===== config.mk =====
export PLATFORM = sky130hd
export DESIGN_NAME = if_fetch_unit_flat
export DESIGN_NICKNAME = d
export VERILOG_FILES = /design/src/rtl/core_pkg.sv /design/src/rtl/if_fetch_unit_if.sv /design/src/rtl/fetch_skid_buf.sv /design/src/rtl/if_fetch_unit.sv /design/src/flat_wrapper.sv
export SDC_FILE = /design/constraint.sdc
export NUM_CORES = 1
export LEC_CHECK = 0
export BUFFER_PORTS_ARGS = -buffer_cell sky130_fd_sc_hd__buf_2
export CAP_MARGIN = 40
export CORE_ASPECT_RATIO = 0.6
export CORE_MARGIN = 2
export CORE_UTILIZATION = 51
export DETAILED_ROUTE_END_ITERATION = 10
export PLACE_DENSITY = 0.77
export SLEW_MARGIN = 20
export SYNTH_ARGS = -nofsm -noshare
export SYNTH_HDL_FRONTEND = slang
export SYNTH_HIERARCHICAL = 1
export SYNTH_SLANG_ARGS = --single-unit

===== constraint.sdc =====
create_clock -name clk -period 2.19 [get_ports clk]
set_input_delay 0.219 -clock clk [delete_from_list [all_inputs] [get_ports clk]]
set_output_delay 0.219 -clock clk [all_outputs]
set_load 0.02 [all_outputs]

===== src/rtl/core_pkg.sv =====
// rtl/core_pkg.sv - shared core constants, opcodes and fetch state encoding
package core_pkg;

  localparam logic [31:0] RESET_PC_DEF = 32'h0000_0000;
  localparam logic [31:0] NOP_INST_DEF = 32'h0000_0013;
  localparam int unsigned PC_INC       = 4;

  // Opcodes decoded by the hazard detector in ID
  localparam logic [6:0] OPC_LOAD   = 7'b0000011;
  localparam logic [6:0] OPC_BRANCH = 7'b1100011;
  localparam logic [6:0] OPC_JAL    = 7'b1101111;
  localparam logic [6:0] OPC_JALR   = 7'b1100111;

  typedef enum logic [1:0] {
    IDLE  = 2'd0,
    FETCH = 2'd1,
    DRAIN = 2'd2
  } fetch_state_e;

endpackage


===== src/rtl/if_fetch_unit_if.sv =====
// rtl/if_fetch_unit_if.sv - instruction memory request/stall port
interface if_fetch_unit_if #(
  parameter int ADDR_W = 32
);
  logic              imem_ren;
  logic [ADDR_W-1:0] imem_addr;
  logic [31:0]       imem_rdata;
  logic              imem_stall;

  modport master (output imem_ren, output imem_addr, input imem_rdata, input imem_stall);
  modport slave  (input imem_ren, input imem_addr, output imem_rdata, output imem_stall);
endinterface


===== src/rtl/fetch_skid_buf.sv =====
// rtl/fetch_skid_buf.sv - one-entry {pc,inst} skid buffer for held IF/ID
module fetch_skid_buf #(
  parameter int ADDR_W = 32
) (
  input  logic              clk,
  input  logic              rst,
  input  logic              push,
  input  logic              pop,
  input  logic              clear,
  input  logic [ADDR_W-1:0] push_pc,
  input  logic [31:0]       push_inst,
  output logic              valid,
  output logic [ADDR_W-1:0] pc,
  output logic [31:0]       inst
);

  always_ff @(posedge clk) begin
    if (rst || clear) valid <= 1'b0;
    else if (push)    valid <= 1'b1;
    else if (pop)     valid <= 1'b0;
  end

  always_ff @(posedge clk) begin
    if (rst) begin
      pc   <= '0;
      inst <= '0;
    end else if (push && !clear) begin
      pc   <= push_pc;
      inst <= push_inst;
    end
  end

endmodule


===== src/rtl/if_fetch_unit.sv =====
// rtl/if_fetch_unit.sv - PC, I-memory request port and IF/ID register
module if_fetch_unit
  import core_pkg::*;
#(
  parameter int                ADDR_W   = 32,
  parameter logic [ADDR_W-1:0] RESET_PC = ADDR_W'(RESET_PC_DEF),
  parameter logic [31:0]       NOP_INST = NOP_INST_DEF
) (
  input  logic              clk,
  input  logic              rst,
  input  logic              pcwrite,
  input  logic              if_id_write,
  input  logic              if_flush,
  input  logic [ADDR_W-1:0] redirect_pc,
  if_fetch_unit_if.master   imem,
  output logic [ADDR_W-1:0] if_id_pc,
  output logic [31:0]       if_id_inst,
  output logic              if_id_valid,
  output logic              fetch_stall
);

  fetch_state_e      state_q, state_d;
  logic [ADDR_W-1:0] pc_q, pend_pc_q;
  logic              out_q;
  logic              ren, acc, stalled;
  logic              skid_valid, skid_push, skid_pop;
  logic [ADDR_W-1:0] skid_pc;
  logic [31:0]       skid_inst;
  logic [ADDR_W-1:0] redirect_aligned;

  assign redirect_aligned = redirect_pc & ~ADDR_W'(3);

  // A stalled request keeps ren high even if pcwrite rises, so the address never moves mid-access
  assign ren = (state_q == DRAIN) ||
               ((state_q == FETCH) && !skid_valid && (!pcwrite || out_q));
  assign acc     = ren && !imem.imem_stall;
  assign stalled = ren && imem.imem_stall;

  assign imem.imem_ren  = ren;
  assign imem.imem_addr = pc_q;
  assign fetch_stall    = (state_q == FETCH) && stalled;

  assign skid_push = acc && (state_q == FETCH) && if_id_write && !if_flush;
  assign skid_pop  = skid_valid && !if_id_write && !if_flush;

  fetch_skid_buf #(.ADDR_W(ADDR_W)) u_skid (
    .clk       (clk),
    .rst       (rst),
    .push      (skid_push),
    .pop       (skid_pop),
    .clear     (if_flush),
    .push_pc   (pc_q),
    .push_inst (imem.imem_rdata),
    .valid     (skid_valid),
    .pc        (skid_pc),
    .inst      (skid_inst)
  );

  always_ff @(posedge clk) begin
    if (rst) state_q <= IDLE;
    else     state_q <= state_d;
  end

  always_comb begin
    state_d = state_q;
    case (state_q)
      IDLE:    state_d = FETCH;
      FETCH:   state_d = FETCH;
      DRAIN:   if (acc) state_d = FETCH;
      default: state_d = IDLE;
    endcase
    if (if_flush) state_d = stalled ? DRAIN : FETCH;
  end

  always_ff @(posedge clk) begin
    if (rst) begin
      pc_q        <= RESET_PC;
      pend_pc_q   <= '0;
      out_q       <= 1'b0;
      if_id_pc    <= '0;
      if_id_inst  <= NOP_INST;
      if_id_valid <= 1'b0;
    end else begin
      out_q <= stalled;
      if (if_flush) begin
        if_id_inst  <= NOP_INST;
        if_id_valid <= 1'b0;
        if (stalled) pend_pc_q <= redirect_aligned;
        else         pc_q      <= redirect_aligned;
      end else begin
        // In DRAIN the accepted word belongs to the killed path and is dropped
        if (acc) pc_q <= (state_q == DRAIN) ? pend_pc_q : pc_q + ADDR_W'(PC_INC);
        if (!if_id_write) begin
          if (acc && (state_q == FETCH)) begin
            if_id_pc    <= pc_q;
            if_id_inst  <= imem.imem_rdata;
            if_id_valid <= 1'b1;
          end else if (skid_valid) begin
            if_id_pc    <= skid_pc;
            if_id_inst  <= skid_inst;
            if_id_valid <= 1'b1;
          end else begin
            if_id_inst  <= NOP_INST;
            if_id_valid <= 1'b0;
          end
        end
      end
    end
  end

endmodule


===== src/flat_wrapper.sv =====
// flat-port wrapper written by rule: the top's interface ports become plain ports
module if_fetch_unit_flat import core_pkg::*;
#(
  parameter int                ADDR_W   = 32,
  parameter logic [ADDR_W-1:0] RESET_PC = ADDR_W'(RESET_PC_DEF),
  parameter logic [31:0]       NOP_INST = NOP_INST_DEF
)
  (clk, rst, pcwrite, if_id_write, if_flush, redirect_pc, if_id_pc, if_id_inst, if_id_valid, fetch_stall, imem_imem_ren, imem_imem_addr, imem_imem_rdata, imem_imem_stall);
  if_fetch_unit_if #(.ADDR_W(ADDR_W)) imem_i ();
  input  logic clk;
  input  logic rst;
  input  logic pcwrite;
  input  logic if_id_write;
  input  logic if_flush;
  input  logic [ADDR_W-1:0] redirect_pc;
  output logic [ADDR_W-1:0] if_id_pc;
  output logic [31:0] if_id_inst;
  output logic if_id_valid;
  output logic fetch_stall;
  output wire logic [$bits(imem_i.imem_ren)-1:0] imem_imem_ren;
  output wire logic [$bits(imem_i.imem_addr)-1:0] imem_imem_addr;
  input wire logic [$bits(imem_i.imem_rdata)-1:0] imem_imem_rdata;
  input wire logic [$bits(imem_i.imem_stall)-1:0] imem_imem_stall;
  assign imem_imem_ren = imem_i.imem_ren;
  assign imem_imem_addr = imem_i.imem_addr;
  assign imem_i.imem_rdata = imem_imem_rdata;
  assign imem_i.imem_stall = imem_imem_stall;
  if_fetch_unit #(.ADDR_W(ADDR_W), .RESET_PC(RESET_PC), .NOP_INST(NOP_INST)) u_core (.clk(clk), .rst(rst), .pcwrite(pcwrite), .if_id_write(if_id_write), .if_flush(if_flush), .redirect_pc(redirect_pc), .imem(imem_i), .if_id_pc(if_id_pc), .if_id_inst(if_id_inst), .if_id_valid(if_id_valid), .fetch_stall(fetch_stall));
endmodule

==> qor.tcl <==
set qor(status) {finished, final reports clean}
set qor(end_of_the_worst_hold_path) {u_core/pend_pc_q[2]}
set qor(timing.reg2reg.setup_slack_ns) 0.07
set qor(top_cells_by_area_synth) {sky130_fd_sc_hd__dfxtp_1 (41%), sky130_fd_sc_hd__nand4bb_1 (7.6%), sky130_fd_sc_hd__o21ai_2 (5.1%), sky130_fd_sc_hd__nand2b_1 (4.4%), sky130_fd_sc_hd__nand2_1 (4.0%)}
set qor(max_slew_margin_pct) 59.2
set qor(num_rows) 38
set qor(dieHeight_um) 109
set qor(required_ns) 1.97
set qor(clock_insertion_delay_worst_skew_ns) 0.43
set qor(nets) 1283
set qor(avgSynthCellArea_um2) 8.83
set qor(flow.area_growth_from_synthesis_pct) 19.7
set qor(timing.hold.worst.start) {redirect_pc[2]}
set qor(tritoncts) {built}
set qor(yosysTopAreaCell) {sky130_fd_sc_hd__dfxtp_1}
set qor(report.final.slew_viol_count) 0
set qor(leakagePower_uw) 0.00458
set qor(globalRoute.totalOverflow) 0
set qor(max-cap-violations) 0
set qor(drt_drc_violations_left) 0
set qor(critical_path.reg2reg.startpoint) {u_core/imem.imem_addr[3]}
set qor(synthFlopType) {sky130_fd_sc_hd__dfxtp_1}
set qor(ctsHtreeMaxLevel) 4
set qor(multi_input_area_um2) 5070
set qor(grt_pass1_wl_mm) 42.1
set qor(grt_antenna_before_repair) 1
set qor(route.antenna.remaining_nets) 0
set qor(ioPinCount) 169
set qor(grt_use_total_pct) 26.6
set qor(worst_ep_arrival_time_ns) 1.93
set qor(timing.reg2reg.worst_path_depth) 6
set qor(vdd_drop_max_mv) 0.534
set qor(mostFrequentLayoutCells) {sky130_fd_sc_hd__dfxtp_1 (192), sky130_fd_sc_hd__buf_2 (162), sky130_fd_sc_hd__nand2_1 (102)}
set qor(layout_cell_share_with_drive_strength_beyond_1_pct) 27.3
set qor(powerDensity_nw_per_um2) 713
set qor(number_of_distinct_library_cell_variants_in_the_gate_level_netlist_after_synthesis) 61
set qor(filler_cell_count) 1577
set qor(first_iter_violations) 919
set qor(mostFrequentLayoutCell) {sky130_fd_sc_hd__dfxtp_1}
set qor(worst_setup_hold_path_clk_slew_ns) 0.08
set qor(ctsHoldBuffers) 0
set qor(num_antenna_cells) 0
set qor(path_max_fanout) 6
set qor(period_needed_ns) 2.15
set qor(register_area_um2) 3860
set qor(initial_utilization_pct) 52.2
set qor(wl_per_cell_um) 18.2
set qor(cts_buffers) 17
set qor(worst_clock_skew_ns) 0.0164
set qor(synth_largest_type_area_fraction_pct) 40.8
set qor(placement.cell_area_um2) 10700
set qor(hold-path-cell-count) 3
set qor(grt_start_max_net_pins) 145
set qor(tritoncts_num_sinks) 193
set qor(vias) 8792
set qor(hold_path.class) {input port to flop}
set qor(dp.final_hpwl_mm) 17.7
set qor(fin_hold_ws_ns) 0.0358
set qor(synth.yosys.seq_area_share_pct) 40.8
set qor(ys_seq_elements) 193
set qor(timing.critical_path.from_type) {flop}
set qor(worst_setup_path_end_kind) {output pin}
set qor(routabilityCongestion) 0.893
set qor(synth_edf_count) 0
set qor(synthesized_instance_count) 1071
set qor(rr_endpoint) {u_core/imem.imem_addr[30]}
set qor(finish.utilization_pct) 62.5
set qor(yosys_warnings) 6
set qor(finalSetupTns_ns) 0
set qor(maxClockFrequency_mhz) 465
set qor(drt-pass1-iter-count) 5
set qor(core-area_um2) 18100
set qor(final_min_period_over_clock_period_pct) 98.2
set qor(stdcell_area_um2) 11300
set qor(clk_root_buffer_cell) {sky130_fd_sc_hd__clkbuf_16}
set qor(async_reset_ff_share_pct) 0
set qor(drt-vias-per-instance) 6.00
set qor(report.final.hold_viol_count) 0
set qor(worstMarginPinSlew_ns) 0.613
set qor(routed_wl_mm) 26.7
set qor(clock_path_buffers) 2
set qor(setup_viol_count_final) 0
set qor(die_outline_area_um2) 19700
set qor(synth_area_um2) 9460
set qor(number_of_global_route_vias_before_repair) 8004
set qor(timing.setup.critical_path_class) {flop to output pin}
set qor(port_buffers) 164
set qor(dieWidth_um) 180
[final cells by class]
| cell class | count | share of cell area [%] |
|---|---|---|
| multi-input combinational | 760 | 44.8 |
| tap | 240 | 2.65 |
| timing repair buffer | 230 | 12.6 |
| clock buffer | 22 | 4.19 |
| clock inverter | 10 | 1.31 |
| sequential | 193 | 34.1 |
| inverter | 10 | 0.331 |
[state kept, by name, indices dropped and copies added (netlist names)]
register,count
u_core/u_skid/valid,1
u_core/u_skid/inst,32
u_core/pend_pc_q,30
u_core/if_id_pc,32
u_core/state_q,2
u_core/imem.imem_addr,30
u_core/u_skid/pc,32
u_core/out_q,1
u_core/if_id_valid,1
u_core/if_id_inst,32
[through the flow]
stage	power [uW]	instances	setup slack (ns)
6_report	8070	1465	0.0391
5_1_grt	8370	1465	-0.0242
4_1_cts	8100	1463	0.00314
3_5_place_dp	4820	1430	0.0826
3_3_place_gp	4810	1430	0.153
2_1_floorplan	4410	1074	0.00534
[repair_timing]
action	CTS	global route
gates resized for setup	1	5
setup buffers	1	2
pin swaps	1	0
cloned	0	0
endpoints found under the setup margin	1	8
[Yosys cell counts (4+ instances only)]
library cell	number
sky130_fd_sc_hd__dfxtp_1	193
sky130_fd_sc_hd__nand2_1	102
sky130_fd_sc_hd__nor2_1	102
sky130_fd_sc_hd__nand2b_1	67
sky130_fd_sc_hd__nand4bb_1	64
sky130_fd_sc_hd__clkbuf_1	62
sky130_fd_sc_hd__o21ai_2	55
sky130_fd_sc_hd__nor3_1	43
sky130_fd_sc_hd__a21oi_1	33
sky130_fd_sc_hd__a311oi_1	33
sky130_fd_sc_hd__mux2i_1	32
sky130_fd_sc_hd__nor2b_1	32
sky130_fd_sc_hd__a221oi_1	29
sky130_fd_sc_hd__buf_2	29
sky130_fd_sc_hd__o21ai_0	20
sky130_fd_sc_hd__a211oi_1	19
sky130_fd_sc_hd__nand3_1	14
sky130_fd_sc_hd__and3_1	10
sky130_fd_sc_hd__inv_1	10
sky130_fd_sc_hd__buf_6	9
sky130_fd_sc_hd__nand4_1	9
sky130_fd_sc_hd__o21ai_1	9
sky130_fd_sc_hd__o211ai_1	8
sky130_fd_sc_hd__a31oi_1	5
sky130_fd_sc_hd__buf_4	5
sky130_fd_sc_hd__xnor2_1	5
sky130_fd_sc_hd__a2111oi_0	4
sky130_fd_sc_hd__o22ai_1	4
sky130_fd_sc_hd__o32ai_1	4
[report_power, final]
group,switching [uW],leakage [uW],internal (uW)
combinational,649,0.00272,433
sequential,80.3,0.00157,3610
clock,1400,0.000298,1910
[kinds of logic (layout without fill, tap and decap cells)]
logic type,Yosys count,count (layout),synth area share (%)
and+or+nand+nor,462,462,28.2
AOI/OAI and AO/OA,253,253,20.5
DFF,193,193,40.8
buffers and inverters,121,272,6.14
muxes,32,32,3.39
xor gates and xnor gates,8,8,0.741
adders and majority gates,1,1,0.132
other,1,4,0.0396
[worst max path at each step]
stage,from,endpoint,slack [ns],depth (start not counted)
2_1_floorplan,u_core/imem.imem_addr[10],u_core/imem.imem_addr[21],0.005,7
3_3_place_gp,u_core/state_q[1],u_core/imem.imem_addr[16],0.15,8
3_5_place_dp,u_core/state_q[1],u_core/imem.imem_addr[16],0.08,8
4_1_cts,u_core/state_q[1],u_core/imem.imem_addr[16],0.003,8
5_1_grt,u_core/state_q[1],fetch_stall,-0.02,6
6_report,u_core/state_q[1],fetch_stall,0.04,6
[routing by layer]
metal / track usage (%) / vias to the layer above / wire (um)
met3: 6.66 / 39 / 2450
met2: 38.9 / 405 / 11300
met1: 38.8 / 4187 / 12500
li1: - / 4159 / -
met5: 0 / - / 13
met4: 6.97 / 2 / 515
[critical path, cell delays in order (launching register included)]
cell and delay, ns:
sky130_fd_sc_hd__dfxtp_1 0.34, sky130_fd_sc_hd__nand2b_2 0.27, sky130_fd_sc_hd__o31ai_4 0.21, sky130_fd_sc_hd__buf_4 0.17, sky130_fd_sc_hd__nand2_1 0.16, sky130_fd_sc_hd__nor2_2 0.16
sky130_fd_sc_hd__buf_2 0.18
No activity file was read; power rests on OpenSTA's default activity.
